[src/rtl/bs_pkg.sv]
// Shared constants for the parametrised transmit byte-striper: lane-count
// encodings, FSM state codes and the default pad value.
package bs_pkg;

    localparam int unsigned BS_CFG_1L  = 0;
    localparam int unsigned BS_CFG_2L  = 1;
    localparam int unsigned BS_CFG_4L  = 2;
    localparam int unsigned BS_CFG_8L  = 3;
    localparam int unsigned BS_CFG_16L = 4;

    localparam logic [0:0] BS_IDLE = 1'b0;
    localparam logic [0:0] BS_FILL = 1'b1;

    // Empty lanes are filled by replicating this bit across DATA_W.
    localparam logic BS_PAD_BIT = 1'b0;

    // Active lane count for a log2 config, saturated at the physical count.
    function automatic int unsigned bs_active_lanes(int unsigned cfg, int unsigned max_log2);
        return (cfg > max_log2) ? (1 << max_log2) : (1 << cfg);
    endfunction

endpackage

[src/rtl/bs_lane_ptr.sv]
// Lane pointer with programmable modulus n; last flags the final slot of a group.
module bs_lane_ptr #(
    parameter int LANES = 4,
    parameter int PW    = (LANES > 1) ? $clog2(LANES) : 1,
    parameter int NW    = $clog2(LANES) + 1
) (
    input  logic          clk,
    input  logic          reset,
    input  logic          inc,
    input  logic          clr,
    input  logic [NW-1:0] n,
    output logic [PW-1:0] ptr,
    output logic          last
);

    always_ff @(posedge clk or negedge reset) begin
        if (!reset) begin
            ptr <= '0;
        end else if (clr) begin
            ptr <= '0;
        end else if (inc) begin
            ptr <= ptr + PW'(1);
        end
    end

    assign last = (NW'(ptr) == (n - NW'(1)));

endmodule

[src/rtl/byte_striping_tx_param.sv]
// Round-robin byte-striper: stages words into lane slots and emits each
// complete (or flushed) group as one registered word with a one-cycle strobe.
module byte_striping_tx_param
    import bs_pkg::*;
#(
    parameter int                DATA_W = 8,
    parameter int                LANES  = 4,
    parameter logic [DATA_W-1:0] PAD    = {DATA_W{BS_PAD_BIT}}
) (
    input  logic                      clk,
    input  logic                      reset,
    input  logic                      valid,
    input  logic [DATA_W-1:0]         data,
    input  logic                      flush,
    input  logic [$clog2(LANES):0]    lanes_cfg,
    output logic [LANES*DATA_W-1:0]   data_out,
    output logic                      word_valid,
    output logic [LANES-1:0]          lane_mask,
    output logic                      busy,
    output logic [0:0]                dbg_state
);

    localparam int CW    = $clog2(LANES) + 1;
    localparam int PW    = (LANES > 1) ? $clog2(LANES) : 1;
    localparam int LOG2L = $clog2(LANES);

    // Handshake: a word is taken on every cycle valid is high; there is no
    // ready. word_valid is a single-cycle strobe and data_out/lane_mask are
    // stable from that cycle until the next strobe.

    logic [0:0]               state;
    logic [CW-1:0]            n_q;
    logic [CW-1:0]            cfg_n;
    logic [CW-1:0]            n_eff;
    logic [PW-1:0]            ptr;
    logic                     last;
    logic                     emit;
    logic [DATA_W-1:0]        stage [LANES];
    logic [LANES*DATA_W-1:0]  grp_data;
    logic [LANES-1:0]         grp_mask;

    always_comb begin
        if (lanes_cfg > CW'(LOG2L)) begin
            cfg_n = CW'(LANES);
        end else begin
            cfg_n = CW'(1) << lanes_cfg;
        end
    end

    // The group size is taken live while idle and frozen once a group opens.
    assign n_eff = (state == BS_IDLE) ? cfg_n : n_q;
    assign emit  = (valid && last) || (flush && (state == BS_FILL));

    bs_lane_ptr #(.LANES(LANES), .PW(PW), .NW(CW)) u_ptr (
        .clk   (clk),
        .reset (reset),
        .inc   (valid && !emit),
        .clr   (emit),
        .n     (n_eff),
        .ptr   (ptr),
        .last  (last)
    );

    // Slots below ptr are staged, slot ptr takes the incoming word, rest pad.
    always_comb begin
        grp_data = '0;
        grp_mask = '0;
        for (int k = 0; k < LANES; k++) begin
            if (k < int'(ptr)) begin
                grp_data[k*DATA_W +: DATA_W] = stage[k];
                grp_mask[k]                  = 1'b1;
            end else if ((k == int'(ptr)) && valid) begin
                grp_data[k*DATA_W +: DATA_W] = data;
                grp_mask[k]                  = 1'b1;
            end else begin
                grp_data[k*DATA_W +: DATA_W] = PAD;
            end
        end
    end

    always_ff @(posedge clk or negedge reset) begin
        if (!reset) begin
            state      <= BS_IDLE;
            n_q        <= CW'(1);
            data_out   <= '0;
            lane_mask  <= '0;
            word_valid <= 1'b0;
            for (int k = 0; k < LANES; k++) begin
                stage[k] <= '0;
            end
        end else begin
            word_valid <= emit;
            if (state == BS_IDLE && valid) begin
                n_q <= cfg_n;
            end
            if (valid && !emit) begin
                stage[ptr] <= data;
            end
            if (emit) begin
                data_out  <= grp_data;
                lane_mask <= grp_mask;
                state     <= BS_IDLE;
            end else if (valid) begin
                state     <= BS_FILL;
            end
        end
    end

    assign busy      = (state == BS_FILL);
    assign dbg_state = state;

endmodule

[config.mk]
export PLATFORM = sky130hd
export DESIGN_NAME = byte_striping_tx_param
export DESIGN_NICKNAME = d
export VERILOG_FILES = /design/src/rtl/bs_pkg.sv /design/src/rtl/bs_lane_ptr.sv /design/src/rtl/byte_striping_tx_param.sv
export SDC_FILE = /design/constraint.sdc
export NUM_CORES = 1
export LEC_CHECK = 0
export ABC_AREA = 0
export CORE_UTILIZATION = 55
export CTS_BUF_LIST = sky130_fd_sc_hd__clkbuf_2 sky130_fd_sc_hd__clkbuf_4 sky130_fd_sc_hd__clkbuf_8
export DETAILED_ROUTE_END_ITERATION = 8
export PLACE_DENSITY = 0.83
export RECOVER_POWER = 25
export SLEW_MARGIN = 0
export SYNTH_ARGS = -nofsm -noshare
export SYNTH_HDL_FRONTEND = slang
export SYNTH_SLANG_ARGS = --single-unit
[constraint.sdc]
create_clock -name clk -period 3.1 [get_ports clk]
set_input_delay 0.62 -clock clk [delete_from_list [all_inputs] [get_ports clk]]
set_output_delay 0.62 -clock clk [all_outputs]
set_load 0.03 [all_outputs]
### Yosys cells after proc, flatten, opt, wreduce, memory -nomap -nowiden

Index checks and enable logic that the tools add are counted.

| storage, ports and cells | value |
|---|---|
| logic and storage cells | 62 |
| register bits | 75 |
| memories | 0 |
| bits in read-only memories | 0 |
| latch bits | 0 |
| output and inout port bits | 39 |
| bits in writable memories | 0 |
| bits of input ports | 15 |

| operators by class | value |
|---|---|
| reductions and logical operators | 14 |
| multiplexer cells | 23 |
| div/mod/pow operators | 0 |
| shift-type cells | 1 |
| $mul | 0 |
| bitwise logic cells | 2 |
| $add $sub $neg | 2 |
| eq/ne operators | 4 |
| magnitude comparators | 6 |

Operator list:

| operator | number |
|---|---|
| 8-bit two-way mux | 8 |
| 32-bit bitwise mux | 1 |
| 8-bit demux with 2-bit select | 1 |
| 1-bit logical AND | 9 |
| 1-bit two-way mux | 9 |
| 3-bit two-way mux | 2 |
| 2-bit == test, first input constant | 2 |
| 1-bit by 2-bit less-than comparator with 1-bit output, first input constant | 2 |
| 2-bit two-way mux | 2 |
| 2-bit nonzero test | 2 |
| 2-bit by 3-bit == test with 1-bit output | 1 |
| 3-bit >= comparator, second input constant | 1 |
| 3-bit by 2-bit > comparator with 1-bit output, second input constant | 1 |
| 3-bit by 1-bit less-than comparator with 1-bit output, second input constant | 1 |
| 2-bit inverter with 3-bit output | 1 |
| 1-bit by 3-bit left shift with 3-bit output, first input constant | 1 |
| 3-bit by 1-bit subtractor with 3-bit output, second input constant | 1 |
| 2-bit by 1-bit adder with 2-bit output, second input constant | 1 |
| 1-bit by 2-bit == test with 1-bit output, first input constant | 1 |
| 2-bit zero test | 1 |
| 2-bit less-than comparator, first input constant | 1 |
| 1-bit zero test | 1 |
| 1-bit logical OR | 1 |
| 1-bit inverter | 1 |

### Depth between registers and ports, before layout

| depth | value |
|---|---|
| word-level depth | 11 |
| mapped depth | 13 |
| gate-level depth less buffers | 11 |

### Modules after synthesis

Synthesis repeated with hierarchy kept, for this count alone.

| unflattened totals | value |
|---|---|
| cells, all modules | 251 |
| area, all modules | 2,891.5 µm² |

By module, submodules not included:

| module | cells an instance | times used | area each (µm²) |
|---|---|---|---|
| byte_striping_tx_param | 237 | 1 | 2,750.1 |
| bs_lane_ptr | 14 | 1 | 141.4 |

### Worst setup path before layout

OpenSTA, ideal clock, no wires.

| timing path | value |
|---|---|
| kind | input port to flip-flop |
| start | input lanes_cfg[2] |
| end | register data_out[27] |
| setup time | 125 ps |
| stages on the path | 11 |
| setup slack | 389 ps |
| arrival | 2,586 ps |
| path buffers | 2 |
| required time | 2,975 ps |
| path through | nor4_1 > nor2_1 > ha_1 > xor2_1 > and2_1 > o2111ai_2 > and2_1 > buf_4 > inv_4 > buf_6 > mux2_4 |

| on the way | value |
|---|---|
| cells in the longest elaborated chain, start to end | 7 |
| elaborated cells between the ends (all ways) | 8 |
| classes of those cells | add/sub (1); order compare (1); eq/ne (1); shift (1); mux (2); reduce/logical (2) |

RTL lines:

| item | line | text |
|---|---|---|
| from (decl) | byte_striping_tx_param.sv:15 | `input logic [$clog2(LANES):0] lanes_cfg,` |
| 3-bit by 2-bit > comparator with 1-bit output / 1-bit by 3-bit left shift with 3-bit output (equally long branches) | byte_striping_tx_param.sv:43, byte_striping_tx_param.sv:46 |  |
| 3-bit two-way mux * | byte_striping_tx_param.sv:43 | `if (lanes_cfg > CW'(LOG2L)) begin` |
| 3-bit two-way mux * | byte_striping_tx_param.sv:51 | `assign n_eff = (state == BS_IDLE) ? cfg_n : n_q;` |
| 3-bit by 1-bit subtractor with 3-bit output * | bs_lane_ptr.sv:26 | `assign last = (NW'(ptr) == (n - NW'(1)));` |
| 2-bit by 3-bit == test with 1-bit output * | bs_lane_ptr.sv:26 |  |
| 1-bit logical AND * | byte_striping_tx_param.sv:52 | `assign emit = (valid && last) \|\| (flush && (state == BS_FILL));` |
| 1-bit logical OR * | byte_striping_tx_param.sv:52 |  |
| named net emit | byte_striping_tx_param.sv:37 | `logic emit;` |
| to (signal assigned) | byte_striping_tx_param.sv:100 | `data_out <= grp_data;` |
| to (decl) | byte_striping_tx_param.sv:16 | `output logic [LANES*DATA_W-1:0] data_out,` |

Mark *: on every way through the listed nets, which the timed path passes. The rest lies on a longest branch.
A chain may end at the register's enable or synchronous reset.

### Worst setup path in the final report

| timing path | value |
|---|---|
| start | input lanes_cfg[2] |
| end | register data_out[26] |

| on the way | value |
|---|---|
| cells in the longest elaborated chain, start to end | 7 |
| elaborated cells between the ends (all ways) | 8 |
| classes of those cells | add/sub (1); order compare (1); eq/ne (1); shift (1); mux (2); reduce/logical (2) |

RTL lines:

| item | line |
|---|---|
| 3-bit by 2-bit > comparator with 1-bit output / 1-bit by 3-bit left shift with 3-bit output (equally long branches) | byte_striping_tx_param.sv:43, byte_striping_tx_param.sv:46 |
| 3-bit two-way mux * | byte_striping_tx_param.sv:43 |
| 3-bit two-way mux * | byte_striping_tx_param.sv:51 |
| 3-bit by 1-bit subtractor with 3-bit output * | bs_lane_ptr.sv:26 |
| 2-bit by 3-bit == test with 1-bit output * | bs_lane_ptr.sv:26 |
| 1-bit logical AND * | byte_striping_tx_param.sv:52 |
| 1-bit logical OR * | byte_striping_tx_param.sv:52 |

Every way passes the cells marked *; elsewhere a longest branch is shown, timed or not.

==> impl_metrics.env <==
export IMPL_outcome="finished with violations"
export IMPL_failed_checks="max-capacitance violations, max-slew violations"
export IMPL_start_util=0.5690
export IMPL_wl_per_cell_um=17.27
export IMPL_synth_top_area_cell="dfrtp_1"
export IMPL_placed_area_sq_um=3756
export IMPL_ys_types=33
export IMPL_relSlewSlack=-0.05897
export IMPL_io_buffers=53
export IMPL_clkLatencyLatePin_ps=340
export IMPL_cp_arrival_ps=3130
export IMPL_syn2layout_area_growth_pct=26.56
export IMPL_peakVddDrop_uv=466.6
export IMPL_row_count=27
export IMPL_syn_avg_cell_area_sq_um=11.20
export IMPL_maxSlewViolCount=32
export IMPL_worst_path_most_repeated_cell="and2_1"
export IMPL_async_flop_share=1.000
export IMPL_crit_chain="clkdlybuf4s50_1 > nor4_1 > nor2_1 > ha_1 > xor2_1 > and2_1 > o2111ai_2 > and2_1 > inv_4 > mux2_2"
export IMPL_first_pass_iters=4
export IMPL_pre_cts_ws_ps=-168.3
export IMPL_cts_hold_buf=0
export IMPL_p_leak_nw=1.695
export IMPL_cts_htree_levels=3
export IMPL_drv_cap=1
export IMPL_synth_most_common_cell="dfrtp_1"
export IMPL_syn_nets=299
export IMPL_cts_buffers=9
export IMPL_clock_fmax_ghz=0.3433
export IMPL_synth_commonest_cells="dfrtp_1 (66), mux2_2 (29), o21ai_0 (28), a21oi_1 (27), nand3_1 (24)"
export IMPL_clk_pin_slew_ps=60
export IMPL_critPathRequiredTime_ps=3320
export IMPL_drcViolationCount=0
export IMPL_finalSetupTns_ps=0
export IMPL_avgViaCountPerCell=5.862
export IMPL_antenna_found_initial=0
export IMPL_grt_pass1_wl_um=11860
export IMPL_critical_path_top_delay_family="simple AND/OR/NAND/NOR gates"
export IMPL_postRouteAntennaNets=0
export IMPL_rsz0062_at_grt="no"
export IMPL_cts_sinks=67
export IMPL_worst_pin_slew_ps=1588
export IMPL_core_area_sq_um=5473
export IMPL_period_needed_ps=2913
export IMPL_wirelength_um=7133
export IMPL_synth_seq_cells=67
export IMPL_worstHoldStart="n_q[2]"
export IMPL_yosysWarningCount=0
export IMPL_stdcell_area_sq_um=3941
export IMPL_die_w_um=77.25
export IMPL_clk_path_buf_depth=2
export IMPL_startpoint_type="input port"
export IMPL_postSynthCellCount=278
export IMPL_ys_seq_area_frac=0.5388
export IMPL_num_vias=2421
export IMPL_gp_congestion=0.8124
export IMPL_synth_edff_count=0
export IMPL_cts_tree="done"
export IMPL_crit_slowest_cell="clkdlybuf4s50_1"
export IMPL_cts_setup_buffers=0
export IMPL_clk_root_buffer_cell="clkbuf_8"
export IMPL_grt_total_usage=0.2647
export IMPL_crit_path_start="lanes_cfg[2]"
export IMPL_die_y_um=77.25
export IMPL_path_max_fanout=12
export IMPL_place_hpwl_um=4660
export IMPL_critical_path_max_stage_delay_ps=460
export IMPL_path_class="input port to register"
export IMPL_cts_resized=0
export IMPL_min_path_type="register to register"
export IMPL_ioPinCount=54
export IMPL_drive_gt1_frac=0.2023
export IMPL_power_mw=3.777
export IMPL_timing_final_ws_setup_ps=186.7
export IMPL_grt_start_max_net_pins=38
export IMPL_critical_path_buf_inv_count=2
export IMPL_synthTopCellsByArea="dfrtp_1 (53%), mux2_2 (10%), o21ai_0 (4.5%), a21oi_1 (4.3%), nor3b_1 (4.1%)"
export IMPL_synthesis_area_sq_um=3114
export IMPL_skew_ps=7.258
export IMPL_finalNetCount=358
export IMPL_p_per_area_nw_per_um2=958.3
export IMPL_yosys_area_top_type_share=0.5303
export IMPL_fin_util=0.7202
export IMPL_rr_startpoint="busy"
export IMPL_finalCritPeriodShare=0.9398
export IMPL_n_antenna_cell=0
export IMPL_synth_top_flop_cell="dfrtp_1"
export IMPL_globalRouteOverflowTotal=0
export IMPL_drt_initial_drc_count=163
export IMPL_end_kind="register"
export IMPL_final_setup_viol_count=0
export IMPL_hold_violations=0
export IMPL_grt_pass1_vias=2377
export IMPL_die_area_sq_um=5967
per-stage QoR:
step                instances  hold WS [ps]
floorplan                 278         324.4
global placement          398         463.8
detailed placement        398         478.3
CTS                       413         345.0
global route              413         524.1
finish                    413         488.4
path summary, 6_finish.rpt:
check,end,slack (ps),depth (start not counted)
worst max register to register,data_out[26],610,9
worst min-delay path,n_q[2],490,2
max in group asynchronous,data_out[8],800,2
min in group asynchronous,data_out[28],670,1
worst max-delay path,data_out[26],190,10
worst min register to register,n_q[2],490,2
cells in the final DEF (no fill, tap or decap), types with 2 or more instances in the layout:
cell	netlist	layout
nand3_1	24	24
a21oi_1	27	27
ha_1	6	6
clkbuf_8	0	11
nand4_2	2	2
a31oi_1	2	2
nor3b_1	17	17
dfrtp_1	66	66
inv_1	2	2
buf_4	3	14
and2_1	5	5
clkbuf_4	0	2
nor2b_1	8	8
mux2_4	4	4
or3_1	2	2
and3_1	9	9
clkdlybuf4s50_1	0	52
nor2_1	7	7
mux2_2	29	29
nand2_1	7	7
nand2b_1	2	2
o21ai_0	28	28
logic make-up (layout without fill, tap and decap cells):
group	after synthesis	after routing	synth area share
AOI/OAI and AO/OA	61	61	0.1061
xor gates and xnor gates	2	2	0.005626
adders and majority gates	6	6	0.02411
buffers and inverters	23	86	0.03616
DFF	67	67	0.5388
muxes	34	34	0.1274
and+or+nand+nor	85	85	0.1619
worst register-to-register path, cell delays in order (launching register included):
cell and delay, ps:
dfrtp_1 430, nor4_1 280, nor2_1 80, ha_1 310, xor2_1 140, and2_1 150
o2111ai_2 230, and2_1 250, inv_4 160, mux2_2 360
flip-flops by register name (all words and copies together), names as in the netlist:
register / flops
data_out: 32
stage: 24
lane_mask: 4
n_q: 3
u_ptr.ptr: 2
busy: 1
word_valid: 1
where the power goes:
| part | internal [mW] | switching, mW | total [mW] | leakage [nW] |
|---|---|---|---|---|
| Sequential | 1.21 | 0.212 | 1.42 | 0.851 |
| Combinational | 0.725 | 0.898 | 1.62 | 0.738 |
| Clock | 0.428 | 0.303 | 0.731 | 0.106 |
final cells by class:
| cell class | instances | area, sq um |
|---|---|---|
| tap | 72 | 90.09 |
| clock inverter | 2 | 35.03 |
| inverter | 3 | 13.76 |
| fill | 410 | 1531 |
| clock buffer | 13 | 166.4 |
| multi-input combinational | 188 | 1324 |
| timing repair buffer | 68 | 634.4 |
| sequential | 67 | 1678 |
metal layers:
metal | up-vias | share of wire | GRT usage | wire length [um]
li1 | 1107 | - | - | -
met1 | 1204 | 0.42 | 0.3646 | 2963
met2 | 102 | 0.48 | 0.4027 | 3454
met3 | 8 | 0.088 | 0.06190 | 625
met4 | 0 | 0.012 | 0.1094 | 89
met5 | - | 0 | 0 | 0
(Power assumes the default switching activity.)
